### config.mk
export PLATFORM = sky130hd
export DESIGN_NAME = mips_muldiv_unit
export DESIGN_NICKNAME = d
export VERILOG_FILES = /design/src/rtl/mips_muldiv_unit.sv
export SDC_FILE = /design/constraint.sdc
export NUM_CORES = 1
export LEC_CHECK = 0
export CAP_MARGIN = 20
export CORE_MARGIN = 2
export CORE_UTILIZATION = 60
export CTS_CLUSTER_SIZE = 12
export DETAILED_ROUTE_END_ITERATION = 6
export PLACE_DENSITY = 0.91
export SLEW_MARGIN = 0
export SYNTH_ARGS = -nofsm -noshare
export SYNTH_HDL_FRONTEND = slang
export SYNTH_SLANG_ARGS = --single-unit
### constraint.sdc
create_clock -name clk -period 3.9 [get_ports clk]
set_input_delay 0.78 -clock clk [delete_from_list [all_inputs] [get_ports clk]]
set_output_delay 0.78 -clock clk [all_outputs]
set_load 0.1 [all_outputs]
### src/rtl/mips_muldiv_unit.sv
// Multi-cycle MIPS multiply/divide unit owning the HI/LO registers.
// Optional build macro MIPS_MULDIV_FAST_MUL_EN: single-pass combinational MULT/MULTU.
module mips_muldiv_unit #(
  parameter int WIDTH = 32
) (
  input  logic             clk,
  input  logic             reset,
  input  logic             clk_enable,
  input  logic             start,
  input  logic [2:0]       op,
  input  logic [WIDTH-1:0] a,
  input  logic [WIDTH-1:0] b,
  output logic             busy,
  output logic             done,
  output logic [WIDTH-1:0] hi,
  output logic [WIDTH-1:0] lo
);

  localparam int CNT_W = $clog2(WIDTH + 1);

  typedef enum logic [1:0] {S_IDLE, S_MUL, S_DIV, S_FIX} state_t;

  state_t             state_q, state_d;
  logic [CNT_W-1:0]   cnt_q, cnt_d;
  logic [WIDTH-1:0]   opa_q, opa_d;     // multiplicand or divisor magnitude
  logic [WIDTH-1:0]   rem_q, rem_d;     // product high half / partial remainder
  logic [WIDTH-1:0]   quo_q, quo_d;     // multiplier / dividend, shifted into product low half / quotient
  logic               is_mul_q, is_mul_d;
  logic               prod_neg_q, prod_neg_d;
  logic               rem_neg_q, rem_neg_d;
  logic               divzero_q, divzero_d;
  logic [WIDTH-1:0]   hi_q, hi_d;
  logic [WIDTH-1:0]   lo_q, lo_d;
  logic               done_q, done_d;

  logic               is_signed;
  logic [WIDTH-1:0]   a_op, b_op;
  logic [WIDTH:0]     mul_sum;
  logic [WIDTH:0]     div_trial;
  logic [WIDTH-1:0]   div_diff;
  logic               div_ge;
  logic [2*WIDTH-1:0] prod_raw;
  logic [2*WIDTH-1:0] prod_fix;

  assign is_signed = ~op[0];
  assign a_op      = (is_signed && a[WIDTH-1]) ? -a : a;
  assign b_op      = (is_signed && b[WIDTH-1]) ? -b : b;

  assign mul_sum   = {1'b0, rem_q} + (quo_q[0] ? {1'b0, opa_q} : {(WIDTH+1){1'b0}});
  assign div_trial = {rem_q, quo_q[WIDTH-1]};
  assign div_ge    = div_trial >= {1'b0, opa_q};
  // When the subtraction is taken the true difference fits in WIDTH bits.
  assign div_diff  = div_trial[WIDTH-1:0] - opa_q;

`ifdef MIPS_MULDIV_FAST_MUL_EN
  assign prod_raw = {{WIDTH{1'b0}}, opa_q} * {{WIDTH{1'b0}}, quo_q};
`else
  assign prod_raw = {rem_q, quo_q};
`endif
  assign prod_fix = prod_neg_q ? -prod_raw : prod_raw;

  always_comb begin
    state_d    = state_q;
    cnt_d      = cnt_q;
    opa_d      = opa_q;
    rem_d      = rem_q;
    quo_d      = quo_q;
    is_mul_d   = is_mul_q;
    prod_neg_d = prod_neg_q;
    rem_neg_d  = rem_neg_q;
    divzero_d  = divzero_q;
    hi_d       = hi_q;
    lo_d       = lo_q;
    done_d     = 1'b0;

    case (state_q)
      S_IDLE: begin
        if (start) begin
          case (op)
            3'b100: hi_d = a;
            3'b101: lo_d = a;
            3'b000, 3'b001, 3'b010, 3'b011: begin
              opa_d      = op[1] ? b_op : a_op;
              quo_d      = op[1] ? a_op : b_op;
              rem_d      = '0;
              cnt_d      = '0;
              is_mul_d   = ~op[1];
              prod_neg_d = is_signed & (a[WIDTH-1] ^ b[WIDTH-1]);
              rem_neg_d  = is_signed & a[WIDTH-1];
              divzero_d  = op[1] & (b == '0);
`ifdef MIPS_MULDIV_FAST_MUL_EN
              state_d    = op[1] ? S_DIV : S_FIX;
`else
              state_d    = op[1] ? S_DIV : S_MUL;
`endif
            end
            default: ;
          endcase
        end
      end
      S_MUL: begin
        rem_d = mul_sum[WIDTH:1];
        quo_d = {mul_sum[0], quo_q[WIDTH-1:1]};
        cnt_d = cnt_q + 1'b1;
        if (cnt_q == CNT_W'(WIDTH - 1)) state_d = S_FIX;
      end
      S_DIV: begin
        if (div_ge) begin
          rem_d = div_diff;
          quo_d = {quo_q[WIDTH-2:0], 1'b1};
        end else begin
          rem_d = div_trial[WIDTH-1:0];
          quo_d = {quo_q[WIDTH-2:0], 1'b0};
        end
        cnt_d = cnt_q + 1'b1;
        if (cnt_q == CNT_W'(WIDTH - 1)) state_d = S_FIX;
      end
      S_FIX: begin
        if (is_mul_q) begin
          {hi_d, lo_d} = prod_fix;
        end else begin
          // Divide by zero leaves the whole dividend in the remainder; re-signing it restores a.
          hi_d = rem_neg_q ? -rem_q : rem_q;
          if (divzero_q) lo_d = '1;
          else           lo_d = prod_neg_q ? -quo_q : quo_q;
        end
        done_d  = 1'b1;
        state_d = S_IDLE;
      end
      default: state_d = S_IDLE;
    endcase
  end

  always_ff @(posedge clk) begin
    if (reset) begin
      state_q    <= S_IDLE;
      cnt_q      <= '0;
      opa_q      <= '0;
      rem_q      <= '0;
      quo_q      <= '0;
      is_mul_q   <= 1'b0;
      prod_neg_q <= 1'b0;
      rem_neg_q  <= 1'b0;
      divzero_q  <= 1'b0;
      hi_q       <= '0;
      lo_q       <= '0;
      done_q     <= 1'b0;
    end else if (clk_enable) begin
      state_q    <= state_d;
      cnt_q      <= cnt_d;
      opa_q      <= opa_d;
      rem_q      <= rem_d;
      quo_q      <= quo_d;
      is_mul_q   <= is_mul_d;
      prod_neg_q <= prod_neg_d;
      rem_neg_q  <= rem_neg_d;
      divzero_q  <= divzero_d;
      hi_q       <= hi_d;
      lo_q       <= lo_d;
      done_q     <= done_d;
    end
  end

  assign busy = (state_q != S_IDLE);
  assign done = done_q;
  assign hi   = hi_q;
  assign lo   = lo_q;

endmodule
==> qor.yml <==
hold_class: "reg -> reg"
cap_violations: 0
cts_tree: "done"
yosysSeqAreaShare: 0.230
total_switching_power_uw: 2430
crit_slowest_cell: "a211oi_1"
vias_per_inst: 6.82
post_synth_num_cell_types: 82
io_pins: 137
drive_gt1_frac: 0.0776
worst-slew-pin-transition_ps: 1080
period_minus_ws_final_ps: 3620
synth.cell_area_um2: 15100
timing_limited_maximum_frequency_mhz: 276
detail_route.wl_per_cell_um: 23.5
cts_made_buffers: 17
critical_path_at_ps: 3930
timing.setup.tns_ps: 0
first_global_vias: 15783
p_int_uw: 3460
num_antenna_cells: 0
synth_enable_flop_cells: 0
grt_usage: 0.442
floorplan.die.width_um: 162
synth-compound-area-share: 0.303
largest_net_degree_at_the_start_of_global_routing: 83
number_of_register_bits_inferred_by_synthesis: 173
die-area_um2: 26400
rsz0062_at_grt: "false"
dr.first_iter.drc_count: 2663
finish_stage_setup_viols: 0
clk_pin_slew_worst_paths_ps: 80
clock-root-buffer: "clkbuf_16"
port_buffers: 136
die_height_um: 162
synthAdderAreaFrac: 0.0641
htree_levels: 4
post-dp-hpwl_um: 45500
vdd.ir_drop.worst_mv: 0.258
timing_max_transition_violations_final: 0
worst-path-max-fanout: 24
critical_path.endpoint_type: "flip-flop"
cpMostUsedCell: "a211oi_1"
leakage_component_of_the_power_uw: 0.00698
crit_type: "reg -> reg"
fin_nets: 2337
synth.area.mux_share: 0.0309
grt_first_pass_wirelength_um: 90300
largest_stage_delay_worst_path_ps: 550
clockBufferDepth: 2
place.gp.congestion: 1.05
route.vias.total: 17275
antenna_found_initial: 0
holdBufCountCts: 0
cellPowerDensity_nw_per_um2: 334
failed_checks: "design-rule violations"
critPathRequiredTime_ps: 4200
logic_gate_share_of_total_power: 0.362
clock_latency_ps: 450
worstSetupStartpointType: "flip-flop"
synth_top_family_by_area: "compound AO/OA/AOI/OAI gates"
switching_share: 0.413
fin_crit_sh: 0.929
synth_top_area_share: 0.230
yosys.area_share.xor_xnor: 0.0982
synth_top_area_cell: "dfxtp_1"
total_power_after_layout_uw: 5890
postRouteAntennaNets: 0
fp.coreArea_um2: 24900
synthCells: 2089
syn_avg_cell_area_um2: 7.21
run_status: "finished with violations"
p_seq_frac: 0.335
post_cts_buffers: 0
synth-warning-count: 0
mappedNetlistNets: 2236
clock_sink_count: 173
sum_of_overflow_across_all_layers_after_global_routing: 0
mostFrequentLayoutCell: "nand2_1"
synth_simple_gate_area_share: 0.217
detail_route.drc_violations: 8
layout.cells.most_common_list: "nand2_1, a21oi_1, nor2_1, dfxtp_1, clkdlybuf4s50_1"
clock-skew-final_ps: 19.8
primary_ff_master_synth: "dfxtp_1"
timing.max_slew.rel_slack: 0.279
synth_top_cells_by_area: "dfxtp_1, a21oi_1, ha_1, nand2_1, xnor2_1"
standard_cell_row_count: 58
async_flop_share: 0
area.growth.synth_to_final_pct: 16.8
post_cts_resized: 0
initial_utilization: 0.605
detailedRoute.firstPassIterationCount: 7
timing_hold_violations_final: 0
clk_network_pwr_share: 0.302
drt_wl_total_um: 59500
crit_chain: "inv_1 -> ha_1 -> nor2b_1 -> o21bai_1 -> a211oi_1 -> o31ai_2 -> a211oi_1 -> or2_1 -> buf_12 -> buf_4 -> mux2i_1 -> o221ai_1"
cell usage after synthesis (13+ instances only):
cell,number
a31oi_1,22
mux2i_1,33
nor2_1,218
dfxtp_1,173
a211o_1,26
o31ai_1,25
or3_1,17
o21ai_0,109
clkbuf_1,127
a211oi_1,58
and2_1,13
o211ai_1,41
nor2b_1,13
a21oi_1,229
a22o_1,13
nand3_1,42
nand2b_1,20
a22oi_1,38
xnor2_1,96
xor2_1,73
nor3_1,40
inv_1,76
and3_1,14
o221ai_1,17
or4_1,15
o41ai_1,13
ha_1,74
a21o_1,32
nor4_1,17
o21bai_1,13
nand2_1,245
critical path, delay by kind of cell, from the launching register on:
family | cells | cell delay [ps]
AO/OA/AOI/OAI | 5 | 1480
buffers and inverters | 3 | 550
flip-flops | 1 | 400
AND/OR/NAND/NOR | 2 | 390
multiplexers | 1 | 330
adder cells (fa/ha/maj) | 1 | 310
stage by stage:
stage          hold WS, ps  std cells   util  area (µm²)  worst slack (ps)
6_report               452       2533  0.707       17600               275
3_5_place_dp           443       2501  0.683       17000               168
3_3_place_gp           441       2501  0.683       17000               206
5_1_grt                475       2533  0.707       17600              10.5
2_1_floorplan          432       2089      -       15100               621
4_1_cts                454       2533  0.707       17600               361
cell type report:
class                      count  area [µm²]
inverter                      77         289
tap                          330         413
timing repair buffer         228        2090
clock inverter                15         173
multi-input combinational   1693       10800
fill                        2077        7280
sequential                   173        3460
clock buffer                  17         425
metal layers:
| layer | routed length (µm) | global-route usage | share of wire | vias to the layer above |
|---|---|---|---|---|
| met1 | 23100 | 0.597 | 0.39 | 8008 |
| met5 | 0 | 0 | 0 | - |
| li1 | - | - | - | 7761 |
| met2 | 24900 | 0.654 | 0.42 | 1261 |
| met3 | 8360 | 0.124 | 0.14 | 245 |
| met4 | 3200 | 0.202 | 0.054 | 0 |
state kept, by name, indices dropped and copies added (netlist names):
| name | cells |
|---|---|
| prod_neg_q | 1 |
| state_q | 2 |
| rem_q | 32 |
| cnt_q | 6 |
| opa_q | 32 |
| divzero_q | 1 |
| quo_q | 32 |
| done | 1 |
| rem_neg_q | 1 |
| lo | 32 |
| is_mul_q | 1 |
| hi | 32 |
power by group through the flow:
stage	sequential [µW]	clock [µW]	combinational, µW
2_1_floorplan	2160	0	1220
3_3_place_gp	2000	0	2020
3_5_place_dp	2000	0	2050
4_1_cts	1960	1780	2060
5_1_grt	1980	1840	2260
6_report	1970	1780	2130
logic make-up (layout without fill, tap and decap cells):
group           after synthesis  in the layout
compound gates              701            701
flops                       173            173
mux                          45             45
simple gates                702            702
buf+inv                     223            337
xor+xnor                    169            169
fa+ha+maj                    76             76
worst paths after layout:
check	from	to	cells past startpoint	slack, ps
min reg2reg	lo[24]	lo[24]	2	450
min	lo[24]	lo[24]	2	450
max	opa_q[1]	rem_q[3]	12	280
max reg2reg	opa_q[1]	rem_q[3]	12	280
Note: power is estimated with default switching activity, not from simulation.
